$ cat src/rtl/keypad_pkg.sv
// Shared constants, scan FSM state type and key-code helper for the 4x4 keypad scanner.
package keypad_pkg;

    localparam int NUM_ROWS = 4;
    localparam int NUM_COLS = 4;
    localparam int KEY_W    = 4;
    localparam int NUM_KEYS = NUM_ROWS * NUM_COLS;

    typedef enum logic {
        DRIVE = 1'b0,
        EVAL  = 1'b1
    } scan_state_e;

    // Key code is {row, col}, so codes within one column step by 4.
    function automatic logic [KEY_W-1:0] make_code(input logic [1:0] row, input logic [1:0] col);
        return {row, col};
    endfunction

endpackage

$ cat src/rtl/keypad_scanner_if.sv
// Debounced key report bundle: live pressed map plus a one-cycle press event with its code.
interface keypad_scanner_if;
    import keypad_pkg::*;

    logic [NUM_KEYS-1:0] key_state;
    logic                key_valid;
    logic [KEY_W-1:0]    key_code;

    modport master (
        output key_state,
        output key_valid,
        output key_code
    );

    modport slave (
        input key_state,
        input key_valid,
        input key_code
    );

endinterface

$ cat src/rtl/keypad_debounce_cell.sv
// One key's debounce: a sample must disagree with the debounced bit for
// DEBOUNCE_SCANS consecutive enabled cycles before the bit follows it.
module keypad_debounce_cell #(
    parameter int DEBOUNCE_SCANS = 4
) (
    input  logic CLK,
    input  logic RST,
    input  logic en,
    input  logic sample,
    output logic state,
    output logic rise
);

    localparam logic [3:0] CNT_LAST = 4'(DEBOUNCE_SCANS - 1);

    logic [3:0] cnt_q;
    logic [3:0] cnt_d;
    logic       state_q;
    logic       state_d;

    always_comb begin
        cnt_d   = cnt_q;
        state_d = state_q;
        rise    = 1'b0;
        if (en) begin
            if (sample == state_q) begin
                cnt_d = 4'd0;
            end else if (cnt_q == CNT_LAST) begin
                state_d = sample;
                cnt_d   = 4'd0;
                rise    = sample;
            end else begin
                cnt_d = cnt_q + 4'd1;
            end
        end
    end

    always_ff @(posedge CLK) begin
        if (RST) begin
            cnt_q   <= 4'd0;
            state_q <= 1'b0;
        end else begin
            cnt_q   <= cnt_d;
            state_q <= state_d;
        end
    end

    assign state = state_q;

endmodule

$ cat src/rtl/keypad_scanner.sv
// 4x4 matrix scanner: strobes one column low, snapshots the synchronized rows,
// then spends four cycles feeding that column's keys through their debounce cells.
module keypad_scanner
    import keypad_pkg::*;
#(
    parameter int SETTLE_CYCLES  = 64,
    parameter int DEBOUNCE_SCANS = 4
) (
    input  logic                   CLK,
    input  logic                   RST,
    output logic [NUM_COLS-1:0]    COL,
    input  logic [NUM_ROWS-1:0]    ROW,
    keypad_scanner_if.master       key_if
);

    localparam int SET_W = (SETTLE_CYCLES > 1) ? $clog2(SETTLE_CYCLES) : 1;
    localparam logic [SET_W-1:0] SETTLE_LAST = SET_W'(SETTLE_CYCLES - 1);

    logic [NUM_ROWS-1:0] row_meta_q;
    logic [NUM_ROWS-1:0] row_sync_q;

    scan_state_e         state_q;
    scan_state_e         state_d;
    logic [SET_W-1:0]    settle_q;
    logic [SET_W-1:0]    settle_d;
    logic [1:0]          col_idx_q;
    logic [1:0]          col_idx_d;
    logic [1:0]          row_idx_q;
    logic [1:0]          row_idx_d;
    logic [NUM_ROWS-1:0] snap_q;
    logic [NUM_ROWS-1:0] snap_d;
    logic                key_valid_q;
    logic                key_valid_d;
    logic [KEY_W-1:0]    key_code_q;
    logic [KEY_W-1:0]    key_code_d;

    logic [KEY_W-1:0]    sel_code;
    logic                sel_sample;
    logic [NUM_KEYS-1:0] cell_en;
    logic [NUM_KEYS-1:0] cell_rise;
    logic [NUM_KEYS-1:0] cell_state;
    logic                any_rise;

    // ROW is asynchronous to CLK; idle (released) level is all ones.
    always_ff @(posedge CLK) begin
        if (RST) begin
            row_meta_q <= 4'b1111;
            row_sync_q <= 4'b1111;
        end else begin
            row_meta_q <= ROW;
            row_sync_q <= row_meta_q;
        end
    end

    assign sel_code   = make_code(row_idx_q, col_idx_q);
    assign sel_sample = snap_q[row_idx_q];
    assign any_rise   = |cell_rise;

    always_comb begin
        state_d     = state_q;
        settle_d    = settle_q;
        col_idx_d   = col_idx_q;
        row_idx_d   = row_idx_q;
        snap_d      = snap_q;
        key_valid_d = any_rise;
        key_code_d  = any_rise ? sel_code : key_code_q;
        case (state_q)
            DRIVE: begin
                if (settle_q == SETTLE_LAST) begin
                    snap_d    = ~row_sync_q;
                    row_idx_d = 2'd0;
                    state_d   = EVAL;
                end else begin
                    settle_d = settle_q + 1'b1;
                end
            end
            EVAL: begin
                row_idx_d = row_idx_q + 2'd1;
                if (row_idx_q == 2'd3) begin
                    col_idx_d = col_idx_q + 2'd1;
                    settle_d  = '0;
                    state_d   = DRIVE;
                end
            end
            default: begin
                state_d = DRIVE;
            end
        endcase
    end

    always_ff @(posedge CLK) begin
        if (RST) begin
            state_q     <= DRIVE;
            settle_q    <= '0;
            col_idx_q   <= 2'd0;
            row_idx_q   <= 2'd0;
            snap_q      <= '0;
            key_valid_q <= 1'b0;
            key_code_q  <= '0;
        end else begin
            state_q     <= state_d;
            settle_q    <= settle_d;
            col_idx_q   <= col_idx_d;
            row_idx_q   <= row_idx_d;
            snap_q      <= snap_d;
            key_valid_q <= key_valid_d;
            key_code_q  <= key_code_d;
        end
    end

    // Decoded from one index, so exactly one strobe is low outside reset.
    assign COL = RST ? 4'b1111 : ~(4'b0001 << col_idx_q);

    generate
        for (genvar gi = 0; gi < NUM_KEYS; gi++) begin : g_cell
            assign cell_en[gi] = (state_q == EVAL) && (sel_code == KEY_W'(gi));

            keypad_debounce_cell #(
                .DEBOUNCE_SCANS(DEBOUNCE_SCANS)
            ) u_cell (
                .CLK   (CLK),
                .RST   (RST),
                .en    (cell_en[gi]),
                .sample(sel_sample),
                .state (cell_state[gi]),
                .rise  (cell_rise[gi])
            );
        end
    endgenerate

    assign key_if.key_state = cell_state;
    assign key_if.key_valid = key_valid_q;
    assign key_if.key_code  = key_code_q;

endmodule

$ cat src/flat_wrapper.sv
// flat-port wrapper written by rule: the top's interface ports become plain ports
module keypad_scanner_flat import keypad_pkg::*;
#(
    parameter int SETTLE_CYCLES  = 64,
    parameter int DEBOUNCE_SCANS = 4
)
  (CLK, RST, COL, ROW, key_if_key_state, key_if_key_valid, key_if_key_code);
  keypad_scanner_if key_if_i ();
  input  logic CLK;
  input  logic RST;
  output logic [NUM_COLS-1:0] COL;
  input  logic [NUM_ROWS-1:0] ROW;
  output wire logic [$bits(key_if_i.key_state)-1:0] key_if_key_state;
  output wire logic [$bits(key_if_i.key_valid)-1:0] key_if_key_valid;
  output wire logic [$bits(key_if_i.key_code)-1:0] key_if_key_code;
  assign key_if_key_state = key_if_i.key_state;
  assign key_if_key_valid = key_if_i.key_valid;
  assign key_if_key_code = key_if_i.key_code;
  keypad_scanner #(.SETTLE_CYCLES(SETTLE_CYCLES), .DEBOUNCE_SCANS(DEBOUNCE_SCANS)) u_core (.CLK(CLK), .RST(RST), .COL(COL), .ROW(ROW), .key_if(key_if_i));
endmodule
$ cat config.mk
export PLATFORM = sky130hd
export DESIGN_NAME = keypad_scanner_flat
export DESIGN_NICKNAME = d
export VERILOG_FILES = /design/src/rtl/keypad_pkg.sv /design/src/rtl/keypad_scanner_if.sv /design/src/rtl/keypad_debounce_cell.sv /design/src/rtl/keypad_scanner.sv /design/src/flat_wrapper.sv
export SDC_FILE = /design/constraint.sdc
export NUM_CORES = 1
export LEC_CHECK = 0
export ABC_AREA = 1
export ABC_CLOCK_PERIOD_IN_PS = 1820
export CAP_MARGIN = 20
export CORE_MARGIN = 10
export CORE_UTILIZATION = 50
export DETAILED_ROUTE_END_ITERATION = 10
export PLACE_DENSITY = 0.77
export SETUP_SLACK_MARGIN = 0.3
export SYNTH_ARGS = -nofsm -noshare
export SYNTH_HDL_FRONTEND = slang
export SYNTH_SLANG_ARGS = --single-unit
export TNS_END_PERCENT = 10
$ cat constraint.sdc
create_clock -name CLK -period 1.82 [get_ports CLK]
set_clock_uncertainty 0.2 [all_clocks]
set_input_delay 0.182 -clock CLK [delete_from_list [all_inputs] [get_ports CLK]]
set_output_delay 0.182 -clock CLK [all_outputs]
set_load 0.02 [all_outputs]
==> reports/results.txt, run 1 <==
CTS buffer count: 9
Cell taking the most area after synthesis: dfxtp_1
Logic pwr share: 2.3%
Number of fill cells in the layout: 809
Placed standard-cell area: 6480 µm²
Synth Area in Adders: 5.59%
CTS tree: yes
XOR/XNOR share of the synthesized area: 2.95%
Final worst slack: -243 ps
Post-DP HPWL: 9.94 mm
Total Power: 0.00411 W
Sum Neg Setup Slack: -846 ps
Final slew viol count: 0
Final nets: 893
Setup crit start kind: flip-flop
Compound-Gate Fraction of Synth Area: 14.6%
TritonRoute pass-1 iters: 5
Final core occ: 68.3%
GRT Overall Usage: 17.7%
Post-synth top area share: 38.7%
Pint: 0.00319 W
#FFs+latches synth: 108
Vias post-DR: 5532
Reg-to-Reg Start: u_core.row_idx_q[1]$_SDFFE_PP0P_
CP Capture Type: flip-flop
Critical Path AT: 2180 ps
Vias in the first global route: 5368
Slew margin rel.: 71.6%
Number of nets with antenna violations after routing: 0
Worst-path clk slew: 100 ps
Synth Net Count: 817
Least-Margin Pin Slew: 426 ps
Die Height: 126 µm
Worst EP required: 1940 ps
Sw Ratio: 22.6%
Total grt overflow: 0
Cells after Synth: 786
Synth warn: 0
Num rows: 38
RSZ-0062 raised after global routing: true
Critical path start-end classification: flip-flop to flip-flop
Clk buf depth: 2
Clock power share: 39.8%
Finished Cell Area: 7440 µm²
Clock latency on the worst-skew pair: 390 ps
Status: finished with violations
Failing checks: setup timing
P_leak: 2.82 nW
DRT Wirelength: 15.1 mm
Tcrit/Tclk final: 113%
Critical path startpoint: u_core.row_idx_q[1]$_SDFFE_PP0P_
IO buf count: 30
I/O pins: 31
Unique masters post-synth: 33
Worst Path Max Fanout: 7
Sequential share of power: 57.8%
Simple-Gate Fraction of Synth Area: 27.6%
DR DRC count: 0
Vias per cell: 5.49
Iter 0 DRT Violations: 436
Clk root buf: clkbuf_8
Depth of the CTS H-tree: 3
Final Setup Violations: 7
Post-synthesis sequential area ratio: 38.7%
DR WL/cell: 15.0 µm
Cell Pwr Density: 553 nW/µm²
Synthesized area per cell: 7.12 µm²
VDD IR max: 0.621 mV
First-pass GRT wire length: 24.1 mm
Tmin final: 2060 ps
Initial core utilization: 51.4%
GP Congestion: 0.847
Switch Pwr: 0.000928 W
Fraction of layout cells with a size suffix above 1: 30.2%
Hold slack: 89.9 ps
Final hold viol count: 0
Maximum clock frequency: 485 MHz
Max Cap Viol: 0
Syn Std Cell Area: 5590 µm²
Largest family of logic cells by synthesized area: simple AND/OR/NAND/NOR gates
Hold Crit Start: RST
Chip Width: 126 µm
Mux cell area share after synthesis: 0%
Area delta synth->final: 33.0%
Largest net degree at the start of global routing: 86
Initial antenna violation count: 0
Main area contributors after synthesis: dfxtp_1 (39%), nand2_1 (11%), a21oi_1 (7.9%), inv_1 (6.9%), nor2_1 (6.3%)
Hold crit path type: primary input to flip-flop
Core area: 10900 µm²
N_diodes: 0
# clock sinks: 108
Die ar.: 15800 µm²
[per-stage QoR]
step | setup slack (ps) | instances
3_3_place_gp | -54.6 | 975
2_1_floorplan | 121 | 786
5_1_grt | -340 | 1007
3_5_place_dp | -95.6 | 975
4_1_cts | -7.92 | 1001
6_report | -243 | 1007
[cells in the mapped netlist, drive strengths merged]
library cell	n
dfxtp	108
xnor2	2
nand4	30
nand3b	1
a31o	2
inv	105
o211ai	5
nand3	40
clkbuf	12
or2	8
nor3	2
a221oi	1
o21ai	36
nor2	102
ha	25
a21oi	88
xor2	16
buf	20
nand2	167
a211oi	16
[cell families (layout without fill, tap and decap cells)]
group	Yosys count	count (layout)
and+or+nand+nor	350	352
adders and majority gates	25	25
xor gates and xnor gates	18	18
AOI/OAI and AO/OA	148	148
DFF	108	108
buffers and inverters	137	216
[what timing repair did]
| item | in CTS | in global routing |
|---|---|---|
| resized for setup | 189 | 45 |
| buffers inserted | 8 | 6 |
| setup endpoints to repair | 119 | 110 |
| cloned | 2 | 0 |
| hold buffers | 0 | 0 |
| pin swaps | 62 | 27 |
[metal layers]
layer | track usage [%] | part of all wire [%] | up-vias
met1 | 18.9 | 39 | 2607
met2 | 32.9 | 52 | 174
met3 | 4.32 | 5.0 | 57
met4 | 6.56 | 3.5 | 0
li1 | - | - | 2694
met5 | 0 | 0 | -
[flip-flops by register name, indices dropped and copies added (netlist names)]
name	cells
u_core.key_if.key_valid	1
u_core.row_sync_q	4
u_core.key_if.key_code	4
u_core.g_cell.u_cell.cnt_q	64
u_core.row_meta_q	4
u_core.snap_q	4
u_core.row_idx_q	2
u_core.settle_q	6
u_core.col_idx_q	2
u_core.g_cell.u_cell.state	16
u_core.state_q	1
[area by class of cell]
| type | count | area (µm²) | share of cell area (%) |
|---|---|---|---|
| Clock inverter | 7 | 100 | 1.35 |
| Tap cell | 140 | 175 | 2.35 |
| Timing Repair Buffer | 95 | 863 | 11.6 |
| Clock buffer | 9 | 124 | 1.66 |
| Sequential cell | 108 | 2190 | 29.4 |
| Inverter | 105 | 429 | 5.77 |
| Multi-Input combinational cell | 543 | 3560 | 47.8 |
[final timing paths]
path | end | cells after the start | slack (ps)
setup / recovery | u_core.key_if.key_code[2]$_SDFFE_PP0P_ | 11 | -240
hold / removal | u_core.g_cell[9].u_cell.cnt_q[2]$_SDFFE_PP0P_ | 3 | 90
setup reg to reg | u_core.key_if.key_code[2]$_SDFFE_PP0P_ | 11 | -240
hold reg to reg | u_core.snap_q[2]$_SDFFE_PP0P_ | 1 | 200
[worst max-delay path, stage by stage, from the launching register on]
cell and delay [ps]:
dfxtp_4 460, buf_4 150, nand3_4 80, buf_6 150
nand3_4 80, buf_4 100, o21ai_1 70, nor2_1 190
nand2_2 110, nor2_4 160, nor2_1 90, nor2_1 150
[layout by cell type, fill, tap and decap left out, drive strengths merged]
cell type,synthesis,layout
a211oi,16,16
a21oi,88,88
a221oi,1,1
a31o,2,2
buf,20,70
bufinv,0,2
clkbuf,12,9
clkdlybuf4s15,0,18
clkdlybuf4s50,0,4
clkinv,0,1
clkinvlp,0,3
dfxtp,108,108
dlygate4sd2,0,3
ha,25,25
inv,105,106
nand2,167,169
nand3,40,40
nand3b,1,1
nand4,30,30
nor2,102,102
nor3,2,2
o211ai,5,5
o21ai,36,36
or2,8,8
xnor2,2,2
xor2,16,16
[power groups by stage]
stage               registers [W]   logic, W  clock network [W]
floorplan                 0.00243  0.0000539                  0
global placement          0.00243  0.0000830                  0
detailed placement        0.00243  0.0000853                  0
global route              0.00238   0.000106            0.00176
CTS                       0.00238  0.0000943            0.00167
finish                    0.00238  0.0000958            0.00164
(Power assumes the default switching activity.)
==> inputs of run 2 (changes only) <==
--- a/config.mk
+++ b/config.mk
@@ -8,7 +8,7 @@
 export ABC_AREA = 1
 export ABC_CLOCK_PERIOD_IN_PS = 1820
 export CAP_MARGIN = 20
-export CORE_MARGIN = 10
+export CORE_MARGIN = 4
 export CORE_UTILIZATION = 50
 export DETAILED_ROUTE_END_ITERATION = 10
 export PLACE_DENSITY = 0.77
==> reports/results.txt, run 2 (synthesis results as in run 1) <==
Status: finished with violations
Failing checks: setup timing
Total Power: 0.00398 W (-3.2%)
Clk root buf: clkbuf_8
Met1 GRT Util: 25.3% (+6.4 points)
Final slew viol count: 0 (unchanged)
Worst-path clk slew: 100 ps (about the same)
Slew margin rel.: 70.9% (-0.70 points)
Clock power share: 37.9% (-1.9 points)
Final nets: 900 (+0.78%)
N_diodes: 0 (unchanged)
Initial antenna violation count: 0 (unchanged)
Depth of the CTS H-tree: 3 (unchanged)
Number of nets with antenna violations after routing: 0 (unchanged)
Maximum clock frequency: 498 MHz (+2.7%)
Final Setup Violations: 8 (+1)
IO buf count: 30 (unchanged)
CTS buffer count: 9 (unchanged)
Vias in the first global route: 5443 (+1.4%)
I/O pins: 31 (unchanged)
Critical path start-end classification: flip-flop to flip-flop
P_leak: 2.92 nW (+3.7%)
First-pass GRT wire length: 24.3 mm (+0.86%)
Tmin final: 2010 ps (-53.7 ps)
Top reg by flops: u_core.g_cell.u_cell.cnt_q
Sw Ratio: 23.4% (+0.87 points)
Total grt overflow: 0 (unchanged)
Commonest cells after routing, fill and taps aside: nand2_1 (138), dfxtp_1 (97), inv_1 (86), a21oi_1 (79), nor2_1 (66)
Worst EP required: 1960 ps (+20 ps)
Sequential share of power: 59.7% (+1.9 points)
Least-Margin Pin Slew: 437 ps (+10.5 ps)
DR DRC count: 0 (unchanged)
Dpl cells: 986 (+1.1%)
Clock latency on the worst-skew pair: 390 ps (about the same)
Switch Pwr: 0.000934 W (+0.58%)
Logic pwr share: 2.3% (about the same)
Commonest non-fill, non-tap cell in the layout: nand2_1
DR WL/cell: 14.7 µm (-2.1%)
Clk buf depth: 2 (unchanged)
Layout Cells excl Fill: 1014 (+0.70%)
Final core occ: 68.2% (-0.16 points)
Met3 GRT Util: 6.10% (+1.8 points)
Vias post-DR: 5481 (-0.92%)
GP Congestion: 0.865 (+2.1%)
Hold Buf Count CTS: 0 (unchanged)
Area delta synth->final: 32.7%
# clock sinks: 108 (unchanged)
GR Util met2: 41.6% (+8.7 points)
Chip Width: 114 µm (-9.5%)
DRT Wirelength: 14.9 mm (-1.4%)
TritonRoute pass-1 iters: 5 (unchanged)
Cell Pwr Density: 537 nW/µm² (-2.9%)
Hold crit path type: primary input to flip-flop
Max reg flops: 64 (unchanged)
Final hold viol count: 0 (unchanged)
CTS tree: yes
CP Capture Type: flip-flop
Iter 0 DRT Violations: 324 (-26%)
Post-DP HPWL: 10.0 mm (+0.72%)
GRT Overall Usage: 22.9% (+5.2 points)
Final worst slack: -189 ps (+53.7 ps)
Core area: 10900 µm² (unchanged)
Sum Neg Setup Slack: -955 ps (-108 ps)
Max Cap Viol: 0 (unchanged)
Setup crit start kind: flip-flop
Tcrit/Tclk final: 110% (-2.9 points)
Vias per cell: 5.41 (-1.6%)
Num rows: 38 (unchanged)
Die Height: 114 µm (-9.5%)
Largest net degree at the start of global routing: 86 (unchanged)
Worst Path Max Fanout: 4 (-3)
Fraction of layout cells with a size suffix above 1: 29.3% (-0.93 points)
Initial core utilization: 51.4% (unchanged)
VDD IR max: 0.474 mV (-24%)
GRT Max-Usage Layer: met2
Die ar.: 12900 µm² (-18%)
Critical Path AT: 2150 ps (-30 ps)
Pint: 0.00305 W (-4.2%)
RSZ-0062 raised after global routing: true
==> run 2: cell count changes in the layout (fill, tap and decap cells not counted), sizes merged <==
| cell | change |
|---|---|
| clkinv | +3 |
| nand2 | -1 |
| dlygate4sd2 | +3 |
| buf | +8 |
| bufinv | -1 |
| clkinvlp | -3 |
| clkdlybuf4s15 | -3 |
| inv | +1 |
==> run 2: path summary, 6_finish.rpt <==
| kind | from | end | slack (ps) | cells after the start |
|---|---|---|---|---|
| max | u_core.col_idx_q[1]$_SDFFE_PP0P_ | u_core.key_if.key_code[3]$_SDFFE_PP0P_ | -190 | 12 |
| min | RST | u_core.g_cell[8].u_cell.cnt_q[3]$_SDFFE_PP0P_ | 20 | 4 |
| max reg2reg | u_core.col_idx_q[1]$_SDFFE_PP0P_ | u_core.key_if.key_code[3]$_SDFFE_PP0P_ | -190 | 12 |
| min reg2reg | u_core.row_sync_q[0]$_SDFF_PP1_ | u_core.snap_q[0]$_SDFFE_PP0P_ | 200 | 1 |
==> run 2: layout make-up <==
class / instances / area, µm²
clock buffers: 9 / 124
clock inverters: 7 / 75.1
fillers: 824 / 3470
inverters: 105 / 417
multi-input cells: 542 / 3500
flip-flops and latches: 108 / 2190
well taps: 140 / 175
repair buffers: 103 / 942
==> run 2: stage by stage <==
step / hold WS (ps) / area [µm²] / setup slack, ps
final: 20.3 / 7420 / -189
after global routing: 50.3 / 7420 / -273
after CTS: 4.92 / 7110 / -94.3
after detailed placement: 188 / 6560 / -150
after global placement: 187 / 6560 / -29.6
after floorplan: 85.8 / 5800 / 121
==> run 2: critical path: stages, from the launching register on <==
cell and delay, ps:
dfxtp_4 390, inv_4 90, ha_4 190, nand3_4 90, inv_1 110, nand2_1 110, nor3_2 300, nor2_1 80
nand2_1 120, nor2_4 70, nand4_1 80, nand2_1 50, nor2_1 100
==> run 2: power groups by stage <==
stage,Combinational (W),Sequential (W),Clock (W)
after floorplan,0.0000539,0.00243,0
after global placement,0.0000833,0.00243,0
after CTS,0.0000920,0.00238,0.00153
after global routing,0.000105,0.00238,0.00164
final,0.0000936,0.00238,0.00151
after detailed placement,0.0000870,0.00243,0
==> run 2: what timing repair did <==
item | in CTS | in global routing
cloned | 2 | 0
pin swaps | 45 | 34
setup buffers | 4 | 6
setup endpoints to repair | 119 | 116
gates resized for setup | 138 | 73
==> run 2: metal layers <==
layer / vias up / share of wire (%)
met5: - / 0
met1: 2601 / 41
met3: 38 / 4.0
met2: 132 / 52
met4: 0 / 2.8
li1: 2710 / -
==> inputs of run 3 (changes only) <==
--- a/config.mk
+++ b/config.mk
@@ -8,10 +8,9 @@
 export ABC_AREA = 1
 export ABC_CLOCK_PERIOD_IN_PS = 1820
 export CAP_MARGIN = 20
-export CORE_MARGIN = 4
-export CORE_UTILIZATION = 50
+export CORE_UTILIZATION = 35
 export DETAILED_ROUTE_END_ITERATION = 10
-export PLACE_DENSITY = 0.77
+export PLACE_DENSITY = 0.59
 export SETUP_SLACK_MARGIN = 0.3
 export SYNTH_ARGS = -nofsm -noshare
 export SYNTH_HDL_FRONTEND = slang
==> reports/results.txt, run 3 (synthesis results as in run 1) <==
Depth of the CTS H-tree: 3 (unchanged)
Final slew viol count: 0 (unchanged)
Initial antenna violation count: 0 (unchanged)
Worst-path clk slew: 70 ps (-30 ps)
Num rows: 45 (+18%)
Max Cap Viol: 0 (unchanged)
Core area: 15400 µm² (+41%)
Dpl cells: 1082 (+9.7%)
Clk buf depth: 2 (unchanged)
Worst Path Max Fanout: 6 (+2)
Clock latency on the worst-skew pair: 360 ps (-30 ps)
Sum Neg Setup Slack: -133 ps (+822 ps)
Slew margin rel.: 71.8% (+0.90 points)
DR DRC count: 0 (unchanged)
Setup crit start kind: flip-flop
Number of nets with antenna violations after routing: 0 (unchanged)
Critical path start-end classification: flip-flop to flip-flop
Hold slack: 147 ps (+127 ps)
Final worst slack: -58.0 ps (+131 ps)
RSZ-0062 raised after global routing: true
TritonRoute pass-1 iters: 4 (-1)
Fraction of layout cells with a size suffix above 1: 31.1% (+1.8 points)
Tmin final: 1880 ps (-131 ps)
Total grt overflow: 0 (unchanged)
Chip Width: 128 µm (+13%)
CTS tree: yes
Met3 GRT Util: 3.74% (-2.4 points)
Reg-to-Reg Start: u_core.row_idx_q[1]$_SDFFE_PP0P_
Vias post-DR: 5256 (-4.1%)
Commonest non-fill, non-tap cell in the layout: nand2_1
Critical path startpoint: u_core.row_idx_q[1]$_SDFFE_PP0P_
Area delta synth->final: 39.9%
Hold crit path type: primary input to flip-flop
Status: finished with violations
Max reg flops: 64 (unchanged)
Die Height: 128 µm (+13%)
P_leak: 3.16 nW (+8.1%)
Failing checks: setup timing
Final hold viol count: 0 (unchanged)
# clock sinks: 108 (unchanged)
CP Capture Point: u_core.key_if.key_code[0]$_SDFFE_PP0P_
Post-DP HPWL: 9.45 mm (-5.6%)
Met1 GRT Util: 22.4% (-2.9 points)
N_diodes: 0 (unchanged)
Top reg by flops: u_core.g_cell.u_cell.cnt_q
DR WL/cell: 12.3 µm (-16%)
Hold Buf Count CTS: 0 (unchanged)
CTS buffer count: 9 (unchanged)
GRT Overall Usage: 17.4% (-5.5 points)
Vias per cell: 4.72 (-13%)
DRT Wirelength: 13.7 mm (-7.9%)
Maximum clock frequency: 532 MHz (+7.0%)
Final Setup Violations: 4 (-4)
CP Capture Type: flip-flop
Layout Cells excl Fill: 1114 (+9.9%)
Initial core utilization: 36.4% (-15 points)
IO buf count: 30 (unchanged)
Reg2Reg Setup Slack: -60 ps (+130 ps)
Iter 0 DRT Violations: 219 (-32%)
Cell Pwr Density: 598 nW/µm² (+11%)
GRT Max-Usage Layer: met2
VDD IR max: 0.463 mV (-2.3%)
Tcrit/Tclk final: 103% (-7.2 points)
RR Endpoint: u_core.key_if.key_code[0]$_SDFFE_PP0P_
Largest net degree at the start of global routing: 86 (unchanged)
First-pass GRT wire length: 22.8 mm (-6.1%)
Die ar.: 16500 µm² (+27%)
Worst R2R Path Depth: 12 (unchanged)
I/O pins: 31 (unchanged)
Least-Margin Pin Slew: 423 ps (-13.4 ps)
Final nets: 929 (+3.2%)
GR Util met2: 28.7% (-13 points)
Critical Path AT: 1980 ps (-170 ps)
GP Congestion: 0.810 (-6.3%)
Vias in the first global route: 4958 (-8.9%)
Commonest cells after routing, fill and taps aside: nand2_1 (137), dfxtp_1 (101), a21oi_1 (86), inv_1 (84), buf_4 (84)
Clk root buf: clkbuf_16
Worst EP required: 1920 ps (-40 ps)
## run 3: timing repair
action / in CTS / in global routing
pin swaps: 40 / 47
setup endpoints to repair: 120 / 120
gates resized for setup: 105 / 107
cloned: 2 / 0
buffers inserted: 8 / 6
## run 3: layout make-up
cell class                 count  area [µm²]
fill                        1468        7550
sequential                   108        2190
clock inverter                 4        70.1
inverter                     105         422
timing repair buffer         131        1130
tap                          211         264
clock buffer                  12         267
multi-input combinational    543        3490
## run 3: worst max-delay path: stages, from the launching register on
cell and delay [ps]:
dfxtp_4 420, buf_6 120, ha_4 210, nand3_4 90, inv_2 90, nand2_4 60, nor3_2 150, nor2_1 70
nand2_1 110, nor2_4 60, nand4_1 90, nand2_1 60, nor2_1 90
## run 3: worst min path at each step
stage                               startpoint                                            end  slack [ps]  cells past startpoint
3_3_place_gp   u_core.row_sync_q[3]$_SDFF_PP1_                  u_core.snap_q[3]$_SDFFE_PP0P_         190                      1
5_1_grt                                    RST  u_core.g_cell[3].u_cell.cnt_q[1]$_SDFFE_PP0P_         170                      3
6_report                                   RST                      u_core.state_q$_SDFF_PP0_         150                      3
3_5_place_dp   u_core.row_sync_q[3]$_SDFF_PP1_                  u_core.snap_q[3]$_SDFFE_PP0P_         190                      1
2_1_floorplan                           ROW[0]                u_core.row_meta_q[0]$_SDFF_PP1_          90                      1
4_1_cts                                    RST                      u_core.state_q$_SDFF_PP0_         130                      3
## run 3: per-layer routing
layer,share of wire [%],vias to the layer above
met4,1.6,0
met5,0,-
li1,-,2774
met2,47,63
met3,3.3,16
met1,48,2403
## run 3: per-stage QoR
step	area, µm²	total power [W]	utilization (%)	worst slack [ps]
finish	7820	0.00468	50.9	-58.0
global route	7820	0.00485	50.9	-177
CTS	7490	0.00474	48.7	-16.6
detailed placement	6860	0.00253	44.6	-128
global placement	6860	0.00252	44.6	-114
floorplan	5800	0.00249	-	121
## run 3: where the power goes
part	switching (W)	total [W]	internal, W
sequential	0.00000863	0.00238	0.00237
clock	0.000885	0.00220	0.00131
combinational	0.0000608	0.0000983	0.0000375
